### src/rtl/glb_pkg.sv
// Shared constants and types for the GLB SRAM port arbiter.
package glb_pkg;

  localparam int unsigned NUM_REQ_DEF = 4;
  localparam int unsigned GLB_ADDR_W  = 32;
  localparam int unsigned GLB_DATA_W  = 32;
  localparam int unsigned GLB_BYTES   = GLB_DATA_W / 8;

  localparam int unsigned REQ_WEIGHT = 0;
  localparam int unsigned REQ_IFMAP  = 1;
  localparam int unsigned REQ_IPSUM  = 2;
  localparam int unsigned REQ_OPSUM  = 3;

  localparam logic [GLB_BYTES-1:0] WEB_READ = '1;

  typedef enum logic [0:0] {
    ARB    = 1'b0,
    LOCKED = 1'b1
  } arb_state_e;

endpackage

### src/rtl/glb_port_arbiter_rr_pick.sv
// Combinational round-robin priority encoder: first requester at or above ptr_i, with wrap.
module rr_pick #(
  parameter int unsigned N = 4
) (
  input  logic [N-1:0]         req_i,
  input  logic [$clog2(N)-1:0] ptr_i,
  output logic [N-1:0]         onehot_o,
  output logic [$clog2(N)-1:0] idx_o,
  output logic                 any_o
);

  localparam int unsigned IW = $clog2(N);

  always_comb begin
    int unsigned k;
    logic        found;
    onehot_o = '0;
    idx_o    = '0;
    found    = 1'b0;
    k        = 0;
    for (int unsigned i = 0; i < N; i++) begin
      k = (32'(ptr_i) + i) % N;
      if (!found && req_i[IW'(k)]) begin
        found             = 1'b1;
        idx_o             = IW'(k);
        onehot_o[IW'(k)]  = 1'b1;
      end
    end
    any_o = found;
  end

endmodule

### src/rtl/glb_port_arbiter.sv
// Round-robin arbiter for the single GLB SRAM port with locked bursts and
// 1-cycle read-data return to the issuing requester.
module glb_port_arbiter
  import glb_pkg::*;
#(
  parameter int unsigned NUM_REQ = NUM_REQ_DEF,
  parameter int unsigned ADDR_W  = GLB_ADDR_W,
  parameter int unsigned DATA_W  = GLB_DATA_W
) (
  input  logic                            clk,
  input  logic                            rst,
  input  logic [NUM_REQ-1:0]              req_i,
  input  logic [NUM_REQ-1:0]              lock_i,
  input  logic [NUM_REQ*(DATA_W/8)-1:0]   web_i,
  input  logic [NUM_REQ*ADDR_W-1:0]       addr_i,
  input  logic [NUM_REQ*DATA_W-1:0]       wdata_i,
  output logic [NUM_REQ-1:0]              gnt_o,
  output logic [NUM_REQ-1:0]              rvalid_o,
  output logic [DATA_W-1:0]               rdata_o,
  output logic [$clog2(NUM_REQ)-1:0]      owner_o,
  output logic                            locked_o,
  output logic [DATA_W/8-1:0]             glb_web_o,
  output logic [ADDR_W-1:0]               glb_addr_o,
  output logic [DATA_W-1:0]               glb_write_data_o,
  input  logic [DATA_W-1:0]               glb_read_data_i
);

  localparam int unsigned IW = $clog2(NUM_REQ);
  localparam int unsigned NB = DATA_W / 8;

  arb_state_e    state_q, state_d;
  logic [IW-1:0] rr_ptr_q, rr_ptr_d;
  logic [IW-1:0] owner_q, owner_d;
  logic          rd_valid_q, rd_valid_d;
  logic [IW-1:0] rd_id_q, rd_id_d;

  logic [NUM_REQ-1:0] pick_onehot;
  logic [IW-1:0]      pick_idx;
  logic               pick_any;

  logic [IW-1:0] gnt_idx;
  logic          gnt_any;
  logic [IW-1:0] next_ptr;

  rr_pick #(.N(NUM_REQ)) u_rr_pick (
    .req_i    (req_i),
    .ptr_i    (rr_ptr_q),
    .onehot_o (pick_onehot),
    .idx_o    (pick_idx),
    .any_o    (pick_any)
  );

  // Grant decision and next-state; reset also silences the port combinationally.
  always_comb begin
    state_d  = state_q;
    rr_ptr_d = rr_ptr_q;
    owner_d  = owner_q;
    gnt_o    = '0;
    gnt_idx  = owner_q;
    gnt_any  = 1'b0;
    next_ptr = '0;
    if (!rst) begin
      unique case (state_q)
        ARB: begin
          if (pick_any) begin
            gnt_o    = pick_onehot;
            gnt_idx  = pick_idx;
            gnt_any  = 1'b1;
            owner_d  = pick_idx;
            next_ptr = (pick_idx == IW'(NUM_REQ - 1)) ? '0 : pick_idx + IW'(1);
            if (lock_i[pick_idx]) state_d  = LOCKED;
            else                  rr_ptr_d = next_ptr;
          end
        end
        LOCKED: begin
          next_ptr = (owner_q == IW'(NUM_REQ - 1)) ? '0 : owner_q + IW'(1);
          if (req_i[owner_q]) begin
            gnt_o[owner_q] = 1'b1;
            gnt_any        = 1'b1;
            if (!lock_i[owner_q]) begin
              state_d  = ARB;
              rr_ptr_d = next_ptr;
            end
          end else begin
            state_d  = ARB;
            rr_ptr_d = next_ptr;
          end
        end
        default: state_d = ARB;
      endcase
    end
  end

  // SRAM port mux; idle port reads nothing and drives zeros.
  always_comb begin
    glb_web_o        = '1;
    glb_addr_o       = '0;
    glb_write_data_o = '0;
    if (gnt_any) begin
      glb_web_o        = web_i[32'(gnt_idx) * NB +: NB];
      glb_addr_o       = addr_i[32'(gnt_idx) * ADDR_W +: ADDR_W];
      glb_write_data_o = wdata_i[32'(gnt_idx) * DATA_W +: DATA_W];
    end
    rd_valid_d = gnt_any && (&glb_web_o);
    rd_id_d    = gnt_idx;
  end

  always_ff @(posedge clk or posedge rst) begin
    if (rst) begin
      state_q    <= ARB;
      rr_ptr_q   <= '0;
      owner_q    <= '0;
      rd_valid_q <= 1'b0;
      rd_id_q    <= '0;
    end else begin
      state_q    <= state_d;
      rr_ptr_q   <= rr_ptr_d;
      owner_q    <= owner_d;
      rd_valid_q <= rd_valid_d;
      rd_id_q    <= rd_id_d;
    end
  end

  assign rvalid_o = rd_valid_q ? (NUM_REQ'(1) << rd_id_q) : '0;
  assign rdata_o  = glb_read_data_i;
  assign owner_o  = owner_q;
  assign locked_o = (state_q == LOCKED);

endmodule
### config.mk
export PLATFORM = sky130hd
export DESIGN_NAME = glb_port_arbiter
export DESIGN_NICKNAME = d
export VERILOG_FILES = /design/src/rtl/glb_pkg.sv /design/src/rtl/glb_port_arbiter_rr_pick.sv /design/src/rtl/glb_port_arbiter.sv
export SDC_FILE = /design/constraint.sdc
export NUM_CORES = 1
export LEC_CHECK = 0
export CAP_MARGIN = 20
export CORE_AREA = 2 2 163 165
export CTS_BUF_LIST = sky130_fd_sc_hd__clkbuf_8
export CTS_CLUSTER_DIAMETER = 30
export DETAILED_ROUTE_END_ITERATION = 16
export DIE_AREA = 0 0 165 167
export SLEW_MARGIN = 20
export SYNTH_ARGS = -nofsm -noshare
export SYNTH_HDL_FRONTEND = slang
export SYNTH_SLANG_ARGS = --single-unit
### constraint.sdc
create_clock -name clk -period 4.19 [get_ports clk]
set_input_delay 0.838 -clock clk [delete_from_list [all_inputs] [get_ports clk]]
set_output_delay 0.838 -clock clk [all_outputs]
set_load 0.005 [all_outputs]
-- Yosys cells after proc, flatten, opt, wreduce, memory -nomap -nowiden
Index checks and enable logic that the tools add are counted.
- memories: 0
- memory bits (writable): 0
- ROM bits: 0
- latch bits: 0
- bits in registers: 6
- word-level logic and storage cells: 111
- $add $sub $neg: 5
- shift operators: 4
- reductions and logical operators: 14
- $mul: 0
- muxes and demuxes: 63
- bitwise operators: 5
- eq/ne operators: 5
- divide/modulo/power cells: 0
- magnitude comparators: 11
- operators with widths (cell ; number):
    128-bit by 8-bit variable part select with 32-bit output ; 2
    32-bit two-way mux ; 2
    4-bit two-way mux ; 9
    2-bit two-way mux ; 13
    1-bit two-way mux ; 23
    2-bit by 3-bit < comparator with 1-bit output, second input constant ; 6
    16-bit by 5-bit variable part select with 4-bit output ; 1
    1-bit binary-select mux with 2-bit select ; 7
    4-bit bitwise OR ; 3
    1-bit demux with 2-bit select ; 5
    2-bit by 1-bit >= comparator with 1-bit output, second input constant ; 5
    1-bit logical AND ; 9
    4-bit one-hot mux with 2 select lines ; 1
    4-bit AND reduction ; 2
    2-bit by 1-bit adder with 2-bit output, second input constant ; 3
    2-bit adder, second input constant ; 2
    2-bit == test, second input constant ; 2
    2-bit inequality test, second input constant ; 2
    1-bit one-hot mux with 2 select lines ; 2
    2-bit one-hot mux with 2 select lines ; 1
    1-bit by 2-bit left shift with 4-bit output, first input constant ; 1
    1-bit zero test ; 3
    3-bit inequality test, second input constant ; 1
    1-bit NOT ; 2

-- Depth between registers and ports, before layout
Gate-level depths: netlist of run 1.
- depth after elaboration: 19
- mapped depth: 13

-- Modules after synthesis
Synthesis of run 1 repeated with hierarchy kept, for this count alone.
- cells, all modules: 303
- area total of the unflattened synthesis: 3357.0 µm²
- modules (own cells, without submodules) (module ; sequential area each (µm²) ; area each (µm²) ; cells an instance ; instances):
    glb_port_arbiter ; 150.1 ; 2934.1 ; 258 ; 1
    rr_pick ; 0.0 ; 422.9 ; 45 ; 1

-- Worst setup path before layout of run 1
No wires, ideal clock.
- path kind: reg2out
- start: reg rr_ptr_q[0]
- end: out glb_addr_o[10]
- arrival time: 3.351 ns
- cell stages (with the launch flop): 12
- setup slack: 0.001 ns
- path through: dfrtp_1 > buf_2 > inv_1 > ha_1 > buf_2 > mux4_2 > o221a_2 > a31oi_2 > buf_2 > clkbuf_1 > a211oi_1 > a211oi_1
- word-level cells in the longest chain between the ends: 17
- elaborated cells on any way between the ends: 33
- ends and longest elaborated chain (item ; line ; source):
    start: declaration ; glb_port_arbiter.sv:32 ; logic [IW-1:0] rr_ptr_q, rr_ptr_d;
    start signal: assignment ; glb_port_arbiter.sv:117 ; rr_ptr_q <= rr_ptr_d;
    branches (longest 16 deep; another with 2-bit by 1-bit adder with 2-bit output) ; -- ;
    32-bit two-way mux (*) ; glb_port_arbiter.sv:99 ; if (gnt_any) begin
    end: declaration ; glb_port_arbiter.sv:23 ; output logic [ADDR_W-1:0] glb_addr_o,
Mark *: on every way between the ends. The select of a mux whose other input is x is not followed.

-- Final worst setup path of run 1
- start: in req_i[0]
- end: out glb_addr_o[29]
- word-level cells in the longest chain between the ends: 17
- elaborated cells on any way between the ends: 33
- ends and longest elaborated chain (item ; line ; source):
    start: declaration ; glb_port_arbiter.sv:12 ; input logic [NUM_REQ-1:0] req_i,
    1-bit binary-select mux with 2-bit select ; glb_port_arbiter_rr_pick.sv:23 ; if (!found && req_i[IW'(k)]) begin
    1-bit two-way mux (not written as such) ; glb_port_arbiter_rr_pick.sv:23 ;
    1-bit two-way mux ; glb_port_arbiter_rr_pick.sv:23 ;
    1-bit zero test ; glb_port_arbiter_rr_pick.sv:23 ;
    1-bit logical AND ; glb_port_arbiter_rr_pick.sv:23 ;
    1-bit two-way mux ; glb_port_arbiter_rr_pick.sv:23 ;
    1-bit zero test ; glb_port_arbiter_rr_pick.sv:23 ;
    1-bit logical AND ; glb_port_arbiter_rr_pick.sv:23 ;
    1-bit two-way mux ; glb_port_arbiter_rr_pick.sv:23 ;
    1-bit zero test ; glb_port_arbiter_rr_pick.sv:23 ;
    1-bit logical AND ; glb_port_arbiter_rr_pick.sv:23 ;
    2-bit two-way mux or 1-bit two-way mux (tied branches) ; glb_port_arbiter_rr_pick.sv:23 ;
    2-bit two-way mux (3 in series) ; -- ;
    128-bit by 8-bit variable part select with 32-bit output ; glb_port_arbiter.sv:101 ; glb_addr_o = addr_i[32'(gnt_idx) * ADDR_W +: ADDR_W];
    32-bit two-way mux (*) ; glb_port_arbiter.sv:99 ;
Every way passes the cells marked *; elsewhere a longest branch is shown, timed or not. The select of a mux whose other input is x is not followed.

==> impl_results.html, run 1 <==
<table>
<tr><th>Metric</th><th>Value</th></tr>
<tr><th colspan="2">Run status</th></tr>
<tr><td>Result of the run</td><td>completed</td></tr>
<tr><th colspan="2">Layout</th></tr>
<tr><td>Area Growth Syn to Fin</td><td>134%</td></tr>
<tr><td>Most used cells in the layout excluding fill and tap cells</td><td>clkdlybuf4s50_1 (288), a211oi_1 (94), buf_4 (74)</td></tr>
<tr><td>Number of antenna cells inserted</td><td>0</td></tr>
<tr><td>NumNets Final</td><td>roughly 1200</td></tr>
<tr><td>Count of non-filler cells in the finished layout</td><td>~1200</td></tr>
<tr><td>Fraction of final layout cells with drive strength greater than 1</td><td>27.7%</td></tr>
<tr><td>Final design utilization</td><td>approximately 33%</td></tr>
<tr><td>Fill cell instance count of the final layout</td><td>2666</td></tr>
<tr><td>Leading cell type in the layout, fill and taps excluded</td><td>clkdlybuf4s50_1</td></tr>
<tr><td>Final instance area</td><td>8620 um2</td></tr>
<tr><th colspan="2">Timing</th></tr>
<tr><td>Transition at the pin with the smallest max-transition slack</td><td>0.476 ns</td></tr>
<tr><td>Final total negative setup slack</td><td>0 ns</td></tr>
<tr><td>Number of failing setup endpoints in the final timing report</td><td>0</td></tr>
<tr><td>Crit path setup slack, layout</td><td>a little under 0.08 ns</td></tr>
<tr><td>Maximum achievable frequency</td><td>~0.24 GHz</td></tr>
<tr><td>Max Transition Viols Final</td><td>0</td></tr>
<tr><td>Number of hold violations in the final report</td><td>0</td></tr>
<tr><td>Hold Slack</td><td>roughly 0.67 ns</td></tr>
<tr><td>Post-route clock period utilization</td><td>a little over nine tenths</td></tr>
<tr><td>Final min period</td><td>just over 4 ns</td></tr>
<tr><td>Max_slew headroom</td><td>between 60% and 70%</td></tr>
<tr><td>Worst setup skew after layout</td><td>about 0.003 ns</td></tr>
<tr><th colspan="2">Clock tree</th></tr>
<tr><td>Clock slew at reported path FFs</td><td>around 0.04 ns</td></tr>
<tr><td>Clock buffers created by TritonCTS</td><td>3</td></tr>
<tr><td>Clock Latency Late Sink</td><td>0.22 ns</td></tr>
<tr><td>Number of clock sinks seen by CTS</td><td>6</td></tr>
<tr><td>Maximum level of the CTS H-tree</td><td>1</td></tr>
<tr><td>Root buf cell</td><td>clkbuf_8</td></tr>
<tr><td>TritonCTS clock tree</td><td>yes</td></tr>
<tr><td>Clock buffer depth</td><td>2</td></tr>
<tr><th colspan="2">Placement</th></tr>
<tr><td>Count of input and output buffers</td><td>360</td></tr>
<tr><td>Sum of net half-perimeters after detailed placement</td><td>15.5 mm</td></tr>
<tr><td>Cell total after placement</td><td>1154</td></tr>
<tr><td>Routability-driven placement congestion ratio</td><td>approximately 0.86</td></tr>
<tr><td>Placed inst area</td><td>7930 um2</td></tr>
<tr><td>DP Worst Slack</td><td>-0.721 ns</td></tr>
<tr><th colspan="2">Synthesis</th></tr>
<tr><td>EDFF count, synth</td><td>0</td></tr>
<tr><td>Total of flip-flops plus latches after synthesis</td><td>6</td></tr>
<tr><td>Mapped cell area</td><td>3680 um2</td></tr>
<tr><td>Post-synthesis net count</td><td>between 700 and 800</td></tr>
<tr><td>Sequential fraction of the synthesis area</td><td>under 10%</td></tr>
<tr><td>Average instance area after synthesis</td><td>about 7.9 um2</td></tr>
<tr><td>Asr flop ratio synth</td><td>100%</td></tr>
<tr><td>Unique cell type count in the Yosys netlist</td><td>slightly below 50</td></tr>
<tr><td>Prevailing post-synth register cell</td><td>dfrtp_1</td></tr>
<tr><td>Post-synth top area share</td><td>about a quarter</td></tr>
<tr><td>Area contributors post-synth</td><td>a211oi_1 (26%), mux2i_1 (20%), nor2b_1 (11%)</td></tr>
<tr><td>Cells after synthesis</td><td>466</td></tr>
<tr><td>Synthesis warning total</td><td>0</td></tr>
<tr><td>Cell accounting for the most synthesized area</td><td>a211oi_1</td></tr>
<tr><th colspan="2">Worst setup path</th></tr>
<tr><td>Series of cell instances along the critical path</td><td>buf_2, mux4_2, nor2b_4, or3_4, a31oi_4, buf_12, buf_12, buf_4, buf_6, mux2i_2, a211oi_2, buf_4, clkbuf_2</td></tr>
<tr><td>Data arrival at the endpoint of the critical path</td><td>approximately 3.3 ns</td></tr>
<tr><td>CP max-delay cell</td><td>mux4_2</td></tr>
<tr><td>Critical path launch point type</td><td>input pin</td></tr>
<tr><td>Stage delay of the slowest cell on the critical path</td><td>between 0.4 and 0.5 ns</td></tr>
<tr><td>Largest fanout of any net on the critical path</td><td>6</td></tr>
<tr><td>Category of cells accounting for the largest share of critical-path delay</td><td>buffers and inverters</td></tr>
<tr><td>Number of buffers and inverters on the critical path</td><td>7</td></tr>
<tr><td>Worst setup path startpoint</td><td>req_i[0]</td></tr>
<tr><td>Critical Setup Path Class</td><td>in2out</td></tr>
<tr><td>Reg-to-reg critical path startpoint</td><td>rr_ptr_q[0]</td></tr>
<tr><td>Kind of end point of the critical path</td><td>output pin</td></tr>
<tr><td>Worst endpoint required time</td><td>3.35 ns</td></tr>
<tr><th colspan="2">GRT</th></tr>
<tr><td>Global Route met2 Usage</td><td>around a quarter</td></tr>
<tr><td>Met3 routing resource usage after global routing</td><td>~3.4%</td></tr>
<tr><td>Combined global-route utilization of all metal layers</td><td>13.3%</td></tr>
<tr><td>GRT busiest layer</td><td>met2</td></tr>
<tr><td>Grt ovf</td><td>0</td></tr>
<tr><td>Antenna violations before repair</td><td>0</td></tr>
<tr><td>First-pass GRT wire length</td><td>28.8 mm</td></tr>
<tr><td>Number of global-route vias before repair</td><td>between 5000 and 6000</td></tr>
<tr><td>Global routing met1 resource utilization</td><td>between 10% and 20%</td></tr>
<tr><td>Pin count of the biggest net entering global routing</td><td>32</td></tr>
<tr><th colspan="2">Drt</th></tr>
<tr><td>Drt wl/cell</td><td>16.6 um</td></tr>
<tr><td>First drt pass iteration count</td><td>4</td></tr>
<tr><td>Post-detailed-route count of antenna-violating nets</td><td>0</td></tr>
<tr><td>Mean number of vias per cell</td><td>4.31</td></tr>
<tr><td>DRC violation count after routing</td><td>0</td></tr>
<tr><td>Total number of vias</td><td>5137</td></tr>
<tr><td>WL final</td><td>between 15 and 20 mm</td></tr>
<tr><td>DR iter-0 viols</td><td>between 100 and 150</td></tr>
<tr><th colspan="2">Pwr</th></tr>
<tr><td>Overall power consumption</td><td>roughly 5.4 mW</td></tr>
<tr><td>Worst-case vdd ir drop</td><td>0.000264 V</td></tr>
<tr><td>Power Dens Cells</td><td>629 nW/um2</td></tr>
<tr><td>Cell leakage power</td><td>3.51 nW</td></tr>
<tr><th colspan="2">Min path</th></tr>
<tr><td>Min-delay src</td><td>rr_ptr_q[1]</td></tr>
<tr><td>Hold WC Path Type</td><td>reg2reg</td></tr>
<tr><th colspan="2">Die</th></tr>
<tr><td>Number of top-level design ports</td><td>425</td></tr>
<tr><td>Row Count</td><td>59</td></tr>
<tr><td>Die Span X</td><td>about 170 um</td></tr>
<tr><td>Y dimension of the die</td><td>between 150 and 200 um</td></tr>
<tr><td>Area of the core</td><td>between 20000 and 30000 um2</td></tr>
<tr><td>Area enclosed by the die boundary</td><td>approximately 28000 um2</td></tr>
<tr><td>Starting density of the core</td><td>~14%</td></tr>
<tr><th colspan="2">Flow run</th></tr>
<tr><td>Max-Cap Viols</td><td>0</td></tr>
</table>
==> power breakdown <==
part           total (mW)  switching [mW]  internal, mW
registers           0.135          0.0501        0.0846
logic                5.20            2.29          2.90
clock network      0.0890          0.0270        0.0619
total                5.42            2.37          3.05
==> kinds of logic (layout without fill, tap and decap cells) <==
group	after synthesis	count (layout)	synth area share, %
AOI/OAI and AO/OA	163	163	33.9
and+or+nand+nor	112	112	18.5
buffers and inverters	90	480	14.4
muxes	82	82	24.7
adders and majority gates	13	13	4.42
DFF	6	6	4.08
==> final timing paths <==
check	end	slack [ns]	cells after the start
max in group asynchronous	rd_id_q[0]	2.88	3
setup / recovery	glb_addr_o[29]	0.08	13
setup reg to reg	rd_valid_q	1.10	14
hold / removal	rr_ptr_q[1]	0.67	3
hold reg to reg	rr_ptr_q[1]	0.67	3
min in group asynchronous	rr_ptr_q[0]	1.08	3
==> routing by layer <==
layer | share of wire (%) | wire, um
met1 | 41 | 8080
met2 | 50 | 9890
met3 | 7.9 | 1560
met4 | 1.4 | 275
met5 | 0 | 0
==> state kept, by name, indices dropped and copies added (netlist names) <==
name and flops:
rd_id_q 2, rd_valid_q 1, rr_ptr_q 2, locked_o 1
==> repair_timing <==
item | CTS | global route
resized for setup | 269 | 45
setup endpoints to repair | 68 | 29
buffers inserted | 23 | 6
hold buffers | 0 | 0
pin swaps | 63 | 13
cloned | 8 | 1
==> synthesized netlist by cell type, types with 2 or more instances <==
cell / count
a211oi_1: 129
a21oi_1: 5
a221oi_1: 4
a22oi_1: 5
and2_1: 4
and3b_1: 2
buf_2: 15
buf_4: 38
buf_6: 4
clkbuf_1: 26
dfrtp_1: 6
ha_1: 13
inv_1: 6
mux2_2: 2
mux2i_1: 73
mux4_2: 7
nand2_1: 10
nand2b_1: 5
nand3b_1: 2
nor2_1: 9
nor2b_1: 65
nor3_1: 2
nor3b_1: 2
o21ai_0: 4
or2_2: 3
or3_1: 2
==> worst register-to-register path, cell delays in order, from the launching register on <==
cell     delay [ns]
dfrtp_1        0.35
inv_1          0.07
ha_1           0.32
mux4_2         0.57
nor2b_4        0.16
buf_6          0.12
o21ai_4        0.06
a31oi_4        0.19
buf_12         0.16
buf_12         0.15
buf_8          0.13
mux2i_1        0.07
mux2_4         0.28
buf_4          0.14
nor4_2         0.22
==> area by class of cell <==
type	instances	area (um2)	share of cell area, %
Clock buffer	3	41.3	0.479
Sequential cell	6	150	1.74
Tap cell	335	419	4.86
Multi-Input combinational cell	370	3300	38.2
Timing Repair Buffer	471	4690	54.4
Inverter	6	22.5	0.261
(Power assumes the default switching activity.)
==> run 2: changes to the inputs <==
--- a/config.mk
+++ b/config.mk
@@ -5,7 +5,6 @@
 export SDC_FILE = /design/constraint.sdc
 export NUM_CORES = 1
 export LEC_CHECK = 0
-export CAP_MARGIN = 20
 export CORE_AREA = 2 2 163 165
 export CTS_BUF_LIST = sky130_fd_sc_hd__clkbuf_8
 export CTS_CLUSTER_DIAMETER = 30
==> results of run 2 <==
No change in the layout: final DEF, timing and power equal those of run 1.
